$ cat src/rtl/tile_clk_rst_seq.sv
// Tile clock/reset sequencer: accepts OFF / ON / RESET commands for one tile
// (or all tiles when broadcast is compiled in) and walks the target through a
// glitch-safe ordering of reset assertion, clock gating and reset release.
//
// Optional feature macro: PICOBELLO_TILE_SEQ_BCAST_EN
//   defined   -> req_bcast_i=1 applies the command to every tile
//   undefined -> req_bcast_i is ignored, no broadcast logic
//
// Ports
//   clk_i          clock
//   rst_i          synchronous active-high reset
//   req_valid_i    command valid
//   req_ready_o    command accepted when valid && ready (IDLE only)
//   req_cmd_i      0=OFF 1=ON 2=RESET 3=reserved
//   req_tile_i     target tile index
//   req_bcast_i    target all tiles (macro dependent)
//   tile_clk_en_o  per-tile clock enable
//   tile_rst_no    per-tile active-low reset
//   done_o         one-cycle completion pulse
//   err_o          command rejected, valid with done_o
module tile_clk_rst_seq #(
  parameter int unsigned NumTiles     = 16,
  parameter int unsigned ClkGapCycles = 4,
  parameter int unsigned RstCycles    = 8,
  localparam int unsigned TileW       = (NumTiles > 1) ? $clog2(NumTiles) : 1
) (
  input  logic                clk_i,
  input  logic                rst_i,
  input  logic                req_valid_i,
  output logic                req_ready_o,
  input  logic [1:0]          req_cmd_i,
  input  logic [TileW-1:0]    req_tile_i,
  input  logic                req_bcast_i,
  output logic [NumTiles-1:0] tile_clk_en_o,
  output logic [NumTiles-1:0] tile_rst_no,
  output logic                done_o,
  output logic                err_o
);

  localparam logic [1:0] CmdOff   = 2'd0;
  localparam logic [1:0] CmdOn    = 2'd1;
  localparam logic [1:0] CmdRsvd  = 2'd3;
  localparam logic [7:0] GapLoad  = 8'(ClkGapCycles - 1);
  localparam logic [7:0] HoldLoad = 8'(RstCycles - 1);

  typedef enum logic [2:0] {
    IDLE,
    PRE_RST,
    CLK_OFF,
    RST_HOLD,
    DONE
  } state_e;

  state_e              state_q, state_d;
  logic [7:0]          cnt_q, cnt_d;
  logic [1:0]          cmd_q, cmd_d;
  logic [NumTiles-1:0] tgt_q, tgt_d;
  logic                err_q, err_d;
  logic [NumTiles-1:0] en_d, rstn_d;
  logic [NumTiles-1:0] req_tgt_c;
  logic                req_err_c;

  // Decode the incoming request into a target mask and a reject flag
  always_comb begin
    req_tgt_c = '0;
    for (int i = 0; i < NumTiles; i++) begin
      req_tgt_c[i] = (req_tile_i == TileW'(i));
    end
`ifdef PICOBELLO_TILE_SEQ_BCAST_EN
    if (req_bcast_i) req_tgt_c = '1;
    req_err_c = (req_cmd_i == CmdRsvd) ||
                (!req_bcast_i && (32'(req_tile_i) >= NumTiles));
`else
    req_err_c = (req_cmd_i == CmdRsvd) || (32'(req_tile_i) >= NumTiles);
`endif
  end

`ifndef PICOBELLO_TILE_SEQ_BCAST_EN
  logic unused_bcast;
  assign unused_bcast = req_bcast_i;
`endif

  // Next state, counter, latched command, and next tile outputs
  always_comb begin
    state_d = state_q;
    cnt_d   = cnt_q;
    cmd_d   = cmd_q;
    tgt_d   = tgt_q;
    err_d   = err_q;
    en_d    = tile_clk_en_o;
    rstn_d  = tile_rst_no;

    case (state_q)
      IDLE: begin
        if (req_valid_i && req_ready_o) begin
          cmd_d = req_cmd_i;
          err_d = req_err_c;
          tgt_d = req_err_c ? '0 : req_tgt_c;
          if (req_err_c) begin
            state_d = DONE;
          end else if (req_cmd_i == CmdOn) begin
            state_d = RST_HOLD;
            cnt_d   = HoldLoad;
          end else begin
            state_d = PRE_RST;
            cnt_d   = GapLoad;
          end
        end
      end
      PRE_RST: begin
        if (cnt_q == 8'd0) begin
          state_d = CLK_OFF;
          cnt_d   = GapLoad;
        end else begin
          cnt_d = cnt_q - 8'd1;
        end
      end
      CLK_OFF: begin
        if (cnt_q == 8'd0) begin
          if (cmd_q == CmdOff) begin
            state_d = DONE;
          end else begin
            state_d = RST_HOLD;
            cnt_d   = HoldLoad;
          end
        end else begin
          cnt_d = cnt_q - 8'd1;
        end
      end
      RST_HOLD: begin
        if (cnt_q == 8'd0) state_d = DONE;
        else               cnt_d   = cnt_q - 8'd1;
      end
      DONE:    state_d = IDLE;
      default: state_d = IDLE;
    endcase

    // Outputs follow the state being entered so they line up with it
    case (state_d)
      PRE_RST: rstn_d = tile_rst_no & ~tgt_d;
      CLK_OFF: begin
        en_d   = tile_clk_en_o & ~tgt_d;
        rstn_d = tile_rst_no & ~tgt_d;
      end
      RST_HOLD: begin
        en_d   = tile_clk_en_o | tgt_d;
        rstn_d = tile_rst_no & ~tgt_d;
      end
      DONE: begin
        // Release only after a hold phase, where the clock is already on
        if (!err_d && (cmd_d != CmdOff)) rstn_d = tile_rst_no | tgt_d;
      end
      default: ;
    endcase
  end

  // State and registered outputs
  always_ff @(posedge clk_i) begin
    if (rst_i) begin
      state_q       <= IDLE;
      cnt_q         <= 8'd0;
      cmd_q         <= CmdOff;
      tgt_q         <= '0;
      err_q         <= 1'b0;
      tile_clk_en_o <= '0;
      tile_rst_no   <= '0;
      done_o        <= 1'b0;
      err_o         <= 1'b0;
      req_ready_o   <= 1'b0;
    end else begin
      state_q       <= state_d;
      cnt_q         <= cnt_d;
      cmd_q         <= cmd_d;
      tgt_q         <= tgt_d;
      err_q         <= err_d;
      tile_clk_en_o <= en_d;
      tile_rst_no   <= rstn_d;
      done_o        <= (state_d == DONE);
      err_o         <= (state_d == DONE) && err_d;
      req_ready_o   <= (state_d == IDLE);
    end
  end

endmodule

$ cat config.mk
export PLATFORM = sky130hd
export DESIGN_NAME = tile_clk_rst_seq
export DESIGN_NICKNAME = d
export VERILOG_FILES = /design/src/rtl/tile_clk_rst_seq.sv
export SDC_FILE = /design/constraint.sdc
export NUM_CORES = 1
export LEC_CHECK = 0
export CAP_MARGIN = 10
export CORE_AREA = 2 2 84 86
export CTS_BUF_LIST = sky130_fd_sc_hd__clkbuf_2 sky130_fd_sc_hd__clkbuf_4 sky130_fd_sc_hd__clkbuf_8
export DETAILED_ROUTE_END_ITERATION = 16
export DIE_AREA = 0 0 86 88
export PLACE_DENSITY = 0.76
export SLEW_MARGIN = 20
export SYNTH_ARGS = -nofsm -noshare
export SYNTH_HDL_FRONTEND = slang
export SYNTH_SLANG_ARGS = --single-unit
export TNS_END_PERCENT = 100
$ cat constraint.sdc
create_clock -name clk_i -period 3.3 [get_ports clk_i]
set_input_delay 0.33 -clock clk_i [delete_from_list [all_inputs] [get_ports clk_i]]
set_output_delay 0.33 -clock clk_i [all_outputs]
set_load 0.05 [all_outputs]
* Word level (Yosys, flattened, before mapping)
Index checks and enable logic that the tools add are counted.
** Storage, ports and cells
- Bits of input ports :: 10
- Output and inout port bits :: 35
- Logic and storage cells :: 87
- Register bits :: 65
** Cells by class
- Bitwise operators :: 5
- Equal/unequal tests :: 29
- Reductions and logical operators :: 16
- Mux-type cells :: 26
- $add $sub $neg :: 1
** Operator list (count)
- 16-bit two-way mux :: 4
- 16-bit one-hot mux with 2 select lines :: 2
- 8-bit two-way mux :: 6
- 16-bit AND :: 2
- 4-bit == test, second input constant :: 8
- 16-bit OR :: 2
- 8-bit one-hot mux with 4 select lines :: 1
- 3-bit two-way mux :: 7
- 4-bit by 3-bit == test with 1-bit output, second input constant :: 4
- 16-bit inverter :: 1
- 3-bit by 2-bit == test with 1-bit output, second input constant :: 4
- 3-bit one-hot mux with 4 select lines :: 1
- 4-bit by 2-bit == test with 1-bit output, second input constant :: 2
- 8-bit logical NOT :: 1
- 2-bit inequality test, second input constant :: 4
- 8-bit by 1-bit subtractor with 8-bit output, second input constant :: 1
- 3-bit by 1-bit == test with 1-bit output, second input constant :: 2
- 3-bit logical NOT :: 2
- 2-bit two-way mux :: 3
- 2-bit nonzero test :: 3
- 5-bit AND reduction :: 1
- 4-bit by 1-bit == test with 1-bit output, second input constant :: 1
- 4-bit logical NOT :: 1
- 4-bit nonzero test :: 1
- other kinds (10) :: 13

* Longest topological paths before layout
Gate-level depths: netlist of run 1.
- Word-level depth :: 9
- Gate-level depth with buffers :: 10
- Depth with buffers taken out :: 7

* Least setup slack after synthesis of run 1
No wires, ideal clock.
- Path type :: register -> register
- From :: register cnt_q[0]
- To :: register cnt_q[2]
- Data arrival time :: 2285 ps
- Data required time :: 3182 ps
- Path slack :: 897 ps
- Clock period less this slack :: 2403 ps
- Cell stages (with the launch flop) :: 10
- Buffers on the path :: 3
- Setup time :: 118 ps
- Cells stage by stage :: dfxtp_1 inv_1 ha_1 or3b_2 clkbuf_1 or4_1 buf_2 and3_4 buf_6 o2111a_1
** Between the ends
- Longest elaborated chain between the ends :: 3
- Elaborated cells on any way between the ends :: 9
- Those cells by class :: add/sub: 1; eq/ne: 2; mux: 4; reduce/logical: 2
** Ends and longest elaborated chain
- start, declared :: RTL line 55 : logic [7:0] cnt_q, cnt_d;
- start signal, assigned :: RTL line 172 : cnt_q <= cnt_d;
- 8-bit by 1-bit subtractor with 8-bit output or 8-bit logical NOT (tied branches)
- 8-bit two-way mux (tied with other cells) :: RTL line 131 : if (cnt_q == 8'd0) state_d = DONE;
- 8-bit one-hot mux with 4 select lines or 5-bit AND reduction (tied branches)
Several ways; a longest one is shown, not always the timed one. The select of a mux whose other input is x is not followed.
A chain may end at the register's enable or synchronous reset.

==> impl_metrics.json, run 1 <==
{
  "synth.area.top_cells": "dfxtp_1 (47%), nor2b_1 (7.9%), a21oi_1 (7.7%), a211oi_1 (3.8%), o2bb2ai_1 (3.8%)",
  "cp.required_ns": 3.50,
  "antenna_found_initial": 0,
  "syn-cell-area_um2": 2790,
  "port_buffers": 43,
  "first_pass_iters": 4,
  "clock-root-buffer": "clkbuf_8",
  "post-route-util_pct": 52.0,
  "nNetsFinal": 354,
  "synth_ff_type": "dfxtp_1",
  "max_stage_delay_ns": 0.61,
  "num_antenna_cells": 0,
  "async_flop_share_pct": 0,
  "synthAdderAreaFrac_pct": 0.449,
  "io_pins": 45,
  "cp.arrival_ns": 2.85,
  "synth_top_area_cell": "dfxtp_1",
  "netlist.area_leader.share_pct": 46.7,
  "rsz0062_at_grt": "no",
  "drv_slew": 0,
  "drc_errors": 0,
  "status": "complete, no violations",
  "worstPathMaxFanout": 13,
  "synth_edf_count": 0,
  "post_cts.repair.setup_buffers": 0,
  "clk_pin_slew_ns": 0.06,
  "grt_start_max_net_pins": 61,
  "syn_avg_cell_area_um2": 9.11,
  "clk_latency_ns": 0.35,
  "grt_pass1_wl_um": 10600,
  "gr-total-overflow": 0,
  "cp_slowest_cell": "and4_1",
  "ant_nets": 0,
  "period_share_pct": 80.4,
  "fillers": 636,
  "hold_buffers": 0,
  "fmax_mhz": 377,
  "dp_cells": 412,
  "synth-compound-area-share_pct": 25.7,
  "min_period_ns": 2.65,
  "power_mw": 2.23,
  "clockPowerShare_pct": 30.9,
  "cts.sinks": 65,
  "num_vias": 2347,
  "synth_common_cells": "dfxtp_1 (65), a21oi_1 (43), nor2b_1 (35)",
  "finClkSkew_ns": 0.0108,
  "instances_no_fill": 428,
  "ys_ff_latch": 65,
  "drive_gt1_share_pct": 11.8,
  "syn_nets": 317,
  "hp-class": "input port to flip-flop",
  "htreeDepth": 3,
  "cts.path.max_buffers": 2,
  "syn_inst": 306,
  "fin_setup_tns_ns": 0,
  "cts_tree": "done",
  "fp.dieW_um": 86,
  "hold_viol_final": 0,
  "yosysMostFrequentCell": "dfxtp_1",
  "die_h_um": 88,
  "die_area_um2": 7570,
  "cts-buffers-inserted": 9,
  "area_delta_synth_final_pct": 23.9,
  "place.gp.congestion": 0.815,
  "wirelength_um": 6390,
  "wl_per_cell_um": 14.9,
  "drv_cap": 0,
  "yosysSeqAreaShare_pct": 46.7,
  "viasPerCell": 5.48,
  "rows": 30,
  "drtIter0Drc": 60,
  "synth_top_family_by_area": "compound AO/OA/AOI/OAI gates",
  "post_synth_num_cell_types": 48,
  "p_leak_nw": 1.19,
  "critPathCaptureType": "flip-flop",
  "internal_power_mw": 1.45,
  "crit_chain": "inv_1 -> ha_1 -> or3b_2 -> or3_1 -> o221ai_1 -> and4_1 -> a211oi_1",
  "synth_mux_area_share_pct": 1.08,
  "hpwl_um": 4170,
  "p_sw_mw": 0.780,
  "tightestPinTransition_ns": 0.575,
  "crit_type": "flip-flop to flip-flop",
  "slew_headroom_pct": 61.1,
  "setup_violations": 0,
  "start_util_pct": 42.0,
  "start_kind": "flip-flop",
  "yosys.area_share.xor_xnor_pct": 0.943,
  "cts_resized": 0,
  "grt_pass1_vias": 2245,
  "swShare_pct": 35.0,
  "core_um2": 6640,
  "yosysWarnings": 0,
  "synthSimpleGateAreaFrac_pct": 20.6,
  "track_usage_pct": 17.8,
  "ir_worst_vdd_uv": 268,
  "power_frac_comb_pct": 28.3,
  "p_seq_share_pct": 40.7,
  "power.density_nw_per_um2": 645
}
[final cells by class]
| cell class | count | area [µm²] | area share (%) |
|---|---|---|---|
| clock buffer | 12 | 153 | 4.42 |
| clock inverter | 4 | 52.6 | 1.52 |
| inverter | 7 | 26.3 | 0.761 |
| multi-input combinational | 213 | 1370 | 39.6 |
| sequential | 65 | 1300 | 37.7 |
| tap | 80 | 100 | 2.90 |
| timing repair buffer | 47 | 455 | 13.2 |
[routing by layer]
| metal | vias to the layer above | routed length, µm | track usage, % | part of all wire, % |
|---|---|---|---|---|
| met1 | 1106 | 3060 | 22.9 | 48 |
| met5 | - | 0 | 0 | 0 |
| met4 | 0 | 171 | 8.80 | 2.7 |
| li1 | 1183 | - | - | - |
| met2 | 45 | 2910 | 26.7 | 45 |
| met3 | 13 | 249 | 5.94 | 3.9 |
[path summary, 6_finish.rpt]
check | from | to | slack (ns) | depth (start not counted)
min reg2reg | cnt_q[3] | cnt_q[3] | 0.49 | 2
max reg2reg | cnt_q[0] | flip-flop | 0.65 | 7
min | rst_i | state_q[0] | 0.36 | 3
max | cnt_q[0] | flip-flop | 0.65 | 7
[logic make-up after synthesis]
kind of cell,count (synthesis)
AO/OA/AOI/OAI,104
AND/OR/NAND/NOR,102
flip-flops,65
buffers and inverters,28
XOR/XNOR,3
multiplexers,3
adder cells (fa/ha/maj),1
[power groups by stage]
stage               combinational (mW)  sequential, mW  clock (mW)
floorplan                        0.504           0.925           0
global placement                 0.615           0.920           0
detailed placement               0.628           0.923           0
CTS                              0.632           0.906       0.710
global route                     0.702           0.917       0.734
finish                           0.632           0.908       0.689
[through the flow]
step / setup WS [ns] / hold slack, ns / instance area [µm²]
after floorplan: 0.897 / 0.446 / 2790
after global placement: 0.714 / 0.477 / 3250
after detailed placement: 0.693 / 0.473 / 3250
after CTS: 0.658 / 0.347 / 3450
after global routing: 0.489 / 0.372 / 3450
final: 0.648 / 0.365 / 3450
[cell usage in the layout (no fill, tap or decap), drive strengths merged, types with 4 or more instances in the layout]
master          n
nor2           22
nand4           4
a211oi         14
nand2b          4
nand3           7
dfxtp          65
clkbuf         12
clkdlybuf4s50  42
buf             5
o21ai           4
a21oi          53
inv             7
nand2           7
or4             4
nor3            5
o2bb2ai        12
nor2b          35
[critical path: cells and delay by family, from the launching register on]
kind	cells	cell delay [ns]
and+or+nand+nor	3	1.55
AOI/OAI and AO/OA	2	0.36
DFF	1	0.34
adders and majority gates	1	0.19
buffers and inverters	1	0.07
Note: power is estimated with default switching activity, not from simulation.
==> run 2: changes to the inputs <==
--- a/config.mk
+++ b/config.mk
@@ -10,7 +10,7 @@
 export CTS_BUF_LIST = sky130_fd_sc_hd__clkbuf_2 sky130_fd_sc_hd__clkbuf_4 sky130_fd_sc_hd__clkbuf_8
 export DETAILED_ROUTE_END_ITERATION = 16
 export DIE_AREA = 0 0 86 88
-export PLACE_DENSITY = 0.76
+export PLACE_DENSITY = 0.79
 export SLEW_MARGIN = 20
 export SYNTH_ARGS = -nofsm -noshare
 export SYNTH_HDL_FRONTEND = slang
==> constraint.sdc (replaced) <==
create_clock -name clk_i -period 2.15 [get_ports clk_i]
set_input_delay 0.215 -clock clk_i [delete_from_list [all_inputs] [get_ports clk_i]]
set_output_delay 0.215 -clock clk_i [all_outputs]
set_load 0.05 [all_outputs]
==> impl_metrics.json, run 2 (synthesis gave the netlist of run 1 again) <==
{
  "clock-root-buffer": "clkbuf_8",
  "p_seq_share_pct": 32.9,
  "fp.dieW_um": 86,
  "dpl_cell_area_um2": 3570,
  "slew_headroom_pct": 57.2,
  "rsz0062_at_grt": "yes",
  "drive_gt1_share_pct": 28.2,
  "num_vias": 2606,
  "hpwl_um": 4640,
  "track_usage_pct": 20.0,
  "setup_violations": 3,
  "first_pass_iters": 4,
  "cp.required_ns": 2.39,
  "clk_latency_ns": 0.35,
  "clockPowerShare_pct": 27.8,
  "instances_no_fill": 473,
  "power_frac_comb_pct": 39.3,
  "drtIter0Drc": 138,
  "rows": 30,
  "critPathCaptureType": "flip-flop",
  "ir_worst_vdd_uv": 723,
  "min_period_ns": 2.18,
  "start_util_pct": 42.0,
  "fillers": 543,
  "multi_input_area_um2": 1490,
  "nNetsFinal": 399,
  "place_ws_ns": -0.0552,
  "start_kind": "flip-flop",
  "drv_slew": 0,
  "worst_slack_ns": -0.0285,
  "drc_errors": 0,
  "ant_nets": 0,
  "wl_met2_um": 3950,
  "power.density_nw_per_um2": 1040,
  "wl_met3_um": 321,
  "internal_power_mw": 2.75,
  "tightestPinTransition_ns": 0.643,
  "hp-class": "input port to flip-flop",
  "p_leak_nw": 1.48,
  "num_antenna_cells": 0,
  "die_h_um": 88,
  "worstPathMaxFanout": 6,
  "io_pins": 45,
  "core_um2": 6640,
  "die_area_um2": 7570,
  "period_share_pct": 101,
  "area_delta_synth_final_pct": 44.3,
  "hold_viol_final": 0,
  "stdcell_area_um2": 4020,
  "cts-buffers-inserted": 9,
  "grt_pass1_vias": 2468,
  "power_mw": 4.20,
  "cp.arrival_ns": 2.42,
  "wl_per_cell_um": 16.1,
  "cts_tree": "done",
  "crit_type": "flip-flop to flip-flop",
  "clk_pin_slew_ns": 0.08,
  "status": "finished with violations",
  "grt_start_max_net_pins": 61,
  "hold_buffers": 0,
  "finClkSkew_ns": 0.0115,
  "gr-total-overflow": 0,
  "cts.path.max_buffers": 2,
  "cts.sinks": 65,
  "wl_met1_um": 3100,
  "mostFrequentLayoutCells": "dfxtp_1 (63), clkdlybuf4s50_1 (42), buf_4 (41)",
  "mostFrequentLayoutCell": "dfxtp_1",
  "p_sw_mw": 1.45,
  "swShare_pct": 34.4,
  "dp_cells": 448,
  "place.gp.congestion": 0.813,
  "wirelength_um": 7590,
  "violations": "negative setup slack",
  "htreeDepth": 3,
  "seq_area_um2": 1300,
  "grt_pass1_wl_um": 11700,
  "viasPerCell": 5.51,
  "fmax_mhz": 459,
  "antenna_found_initial": 0,
  "top_layer_used": "met4",
  "port_buffers": 43,
  "drv_cap": 0
}
==> run 2: metal layers <==
metal | track usage (%) | up-vias
met4 | 7.36 | 0
met1 | 24.0 | 1242
met5 | 0 | -
met3 | 5.37 | 21
met2 | 34.3 | 64
li1 | - | 1279
==> run 2: metrics by stage <==
stage	setup TNS, ns	util [%]	hold slack, ns
2_1_floorplan	-0.974	-	0.359
3_3_place_gp	0	53.8	0.472
3_5_place_dp	-0.416	53.8	0.476
4_1_cts	-0.0575	59.1	0.230
5_1_grt	-0.972	60.5	0.252
6_report	-0.0360	60.5	0.245
==> run 2: power by group through the flow <==
| stage | Clock, mW | Sequential [mW] | Combinational, mW |
|---|---|---|---|
| final | 1.17 | 1.38 | 1.65 |
| after floorplan | 0 | 1.43 | 0.848 |
| after global routing | 1.25 | 1.39 | 1.77 |
| after CTS | 1.18 | 1.38 | 1.56 |
| after detailed placement | 0 | 1.40 | 1.29 |
| after global placement | 0 | 1.40 | 1.25 |
==> run 2: worst max-delay path, cell delays in order, from the launching register on <==
cell and delay (ns):
dfxtp_2 0.33, inv_2 0.07, ha_4 0.13, or3b_4 0.41
buf_4 0.18, o21ai_0 0.30, buf_4 0.18, a31oi_1 0.16
a31o_2 0.30
==> run 2: final cells by class <==
| cell class | instances | area share [%] |
|---|---|---|
| tap | 80 | 2.49 |
| clock inverter | 6 | 2.30 |
| timing repair buffer | 92 | 21.7 |
| sequential | 65 | 32.4 |
| multi-input combinational | 213 | 37.1 |
| inverter | 7 | 0.653 |
| clock buffer | 10 | 3.27 |
==> run 2: worst paths after layout <==
path	start	endpoint	slack, ns	cells after the start
hold / removal	rst_i	state_q[0]	0.24	3
setup / recovery	cnt_q[1]	flip-flop	-0.03	8
hold reg to reg	cnt_q[3]	cnt_q[3]	0.49	2
setup reg to reg	cnt_q[1]	flip-flop	-0.03	8
==> run 2: timing repair <==
item | CTS | global route
cloned | 2 | 1
setup endpoints to repair | 18 | 38
gates resized for setup | 13 | 20
pin swaps | 5 | 16
buffers inserted | 4 | 4
==> run 3: changes to the inputs <==
--- a/config.mk
+++ b/config.mk
@@ -10,7 +10,7 @@
 export CTS_BUF_LIST = sky130_fd_sc_hd__clkbuf_2 sky130_fd_sc_hd__clkbuf_4 sky130_fd_sc_hd__clkbuf_8
 export DETAILED_ROUTE_END_ITERATION = 16
 export DIE_AREA = 0 0 86 88
-export PLACE_DENSITY = 0.79
+export PLACE_DENSITY = 0.68
 export SLEW_MARGIN = 20
 export SYNTH_ARGS = -nofsm -noshare
 export SYNTH_HDL_FRONTEND = slang
==> impl_metrics.json, run 3 (synthesis gave the netlist of run 1 again) <==
{
  "status": "finished with violations",
  "violations": "negative setup slack",
  "slew_headroom_pct": 56.3,
  "instances_no_fill": 471,
  "p_leak_nw": 1.47,
  "worst_slack_ns": -0.0294,
  "fin_setup_tns_ns": -0.163,
  "drive_gt1_share_pct": 28.9,
  "start_kind": "flip-flop",
  "drv_slew": 0,
  "hold_buffers": 0,
  "critPathCaptureType": "flip-flop",
  "cts.path.max_buffers": 2,
  "drtIter0Drc": 90,
  "mostFrequentLayoutCells": "dfxtp_1 (63), clkdlybuf4s50_1 (42), buf_4 (39)",
  "rsz0062_at_grt": "yes",
  "cp_slowest_cell": "or4_4",
  "io_pins": 45,
  "dp_cells": 448,
  "start_util_pct": 42.0,
  "fp.dieW_um": 86,
  "rows": 30,
  "viasPerCell": 5.33,
  "num_antenna_cells": 0,
  "power.density_nw_per_um2": 1100,
  "gr-total-overflow": 0,
  "place_ws_ns": -0.197,
  "r2r_setup_slack_ns": -0.03,
  "grt_start_max_net_pins": 61,
  "finClkSkew_ns": 0.0114,
  "htreeDepth": 3,
  "ant_nets": 0,
  "grt_pass1_wl_um": 11100,
  "cts_tree": "done",
  "antenna_found_initial": 0,
  "nNetsFinal": 397,
  "wl_per_cell_um": 15.9,
  "clk_pin_slew_ns": 0.08,
  "wirelength_um": 7470,
  "first_pass_iters": 4,
  "mostFrequentLayoutCell": "dfxtp_1",
  "crit_type": "flip-flop to flip-flop",
  "crit_chain": "or4_4 -> or3_4 -> o221ai_4 -> and4_4 -> a211oi_2",
  "area_delta_synth_final_pct": 44.3,
  "clock-root-buffer": "clkbuf_8",
  "power_mw": 4.43,
  "clk_latency_ns": 0.35,
  "tightestPinTransition_ns": 0.655,
  "cts.sinks": 65,
  "fmax_mhz": 459,
  "crit_buf_inv": 0,
  "place.gp.congestion": 0.834,
  "cp.required_ns": 2.36,
  "port_buffers": 43,
  "fillers": 579,
  "hp-class": "input port to flip-flop",
  "hold_viol_final": 0,
  "die_h_um": 88,
  "setup_violations": 7,
  "max_stage_delay_ns": 0.56,
  "grt_pass1_vias": 2330,
  "drc_errors": 0,
  "hold_ws_ns": 0.254,
  "track_usage_pct": 18.8,
  "drv_cap": 0,
  "worstPathMaxFanout": 7,
  "period_share_pct": 101,
  "critical_path.top_delay_family": "simple AND/OR/NAND/NOR gates",
  "core_um2": 6640,
  "die_area_um2": 7570,
  "hpwl_um": 4530,
  "ir_worst_vdd_uv": 730,
  "cts-buffers-inserted": 9,
  "min_period_ns": 2.18,
  "num_vias": 2511,
  "cp.arrival_ns": 2.39
}
## run 3: changes by cell type in the layout (fill, tap and decap cells not counted), sizes merged
cell,previous run,this run
inv,7,9
clkbuf,11,9
clkinvlp,2,0
bufinv,2,3
buf,49,47
and4,1,2
## run 3: tightest hold or removal path: stages
cell	delay [ns]
buf_2	0.09
or2_2	0.13
a31oi_1	0.09
## run 3: area by class of cell
class	instances	area [µm²]	share of cell area [%]
Inverter	7	26.3	0.653
Timing Repair Buffer	89	815	20.3
Sequential cell	65	1300	32.4
Clock inverter	7	125	3.11
Clock buffer	9	124	3.08
Multi-Input combinational cell	214	1530	38.0
Tap cell	80	100	2.49
## run 3: timing repair
item / CTS / global route
setup endpoints to repair: 39 / 39
cloned: 0 / 3
buffers inserted: 0 / 4
hold endpoints to repair: 0 / 0
pin swaps: 1 / 11
resized for setup: 9 / 30
## run 3: where the power goes
part           total (mW)  switching [mW]  internal, mW
Clock                1.31           0.523         0.782
Combinational        1.75           0.943         0.807
Sequential           1.37          0.0740          1.30
Total                4.43            1.54          2.89
## run 3: path summary, 6_finish.rpt
check	start	depth (start not counted)	to
worst max register to register	cnt_q[4]	5	flip-flop
worst min register to register	cnt_q[3]	2	cnt_q[3]
worst min-delay path	rst_i	3	state_q[0]
worst max-delay path	cnt_q[4]	5	flip-flop
## run 3: metal layers
| metal | GRT usage, % | vias to the layer above | wire (µm) |
|---|---|---|---|
| met5 | 0 | - | 0 |
| met4 | 5.77 | 0 | 110 |
| met3 | 5.94 | 9 | 244 |
| met2 | 31.5 | 41 | 3600 |
| met1 | 23.2 | 1192 | 3510 |
| li1 | - | 1269 | - |
## run 3: per-stage QoR
| stage | area [µm²] | utilization [%] |
|---|---|---|
| after CTS | 3840 | 57.9 |
| final | 4020 | 60.5 |
| after floorplan | 2830 | - |
| after detailed placement | 3560 | 53.6 |
| after global placement | 3560 | 53.6 |
| after global routing | 4020 | 60.5 |
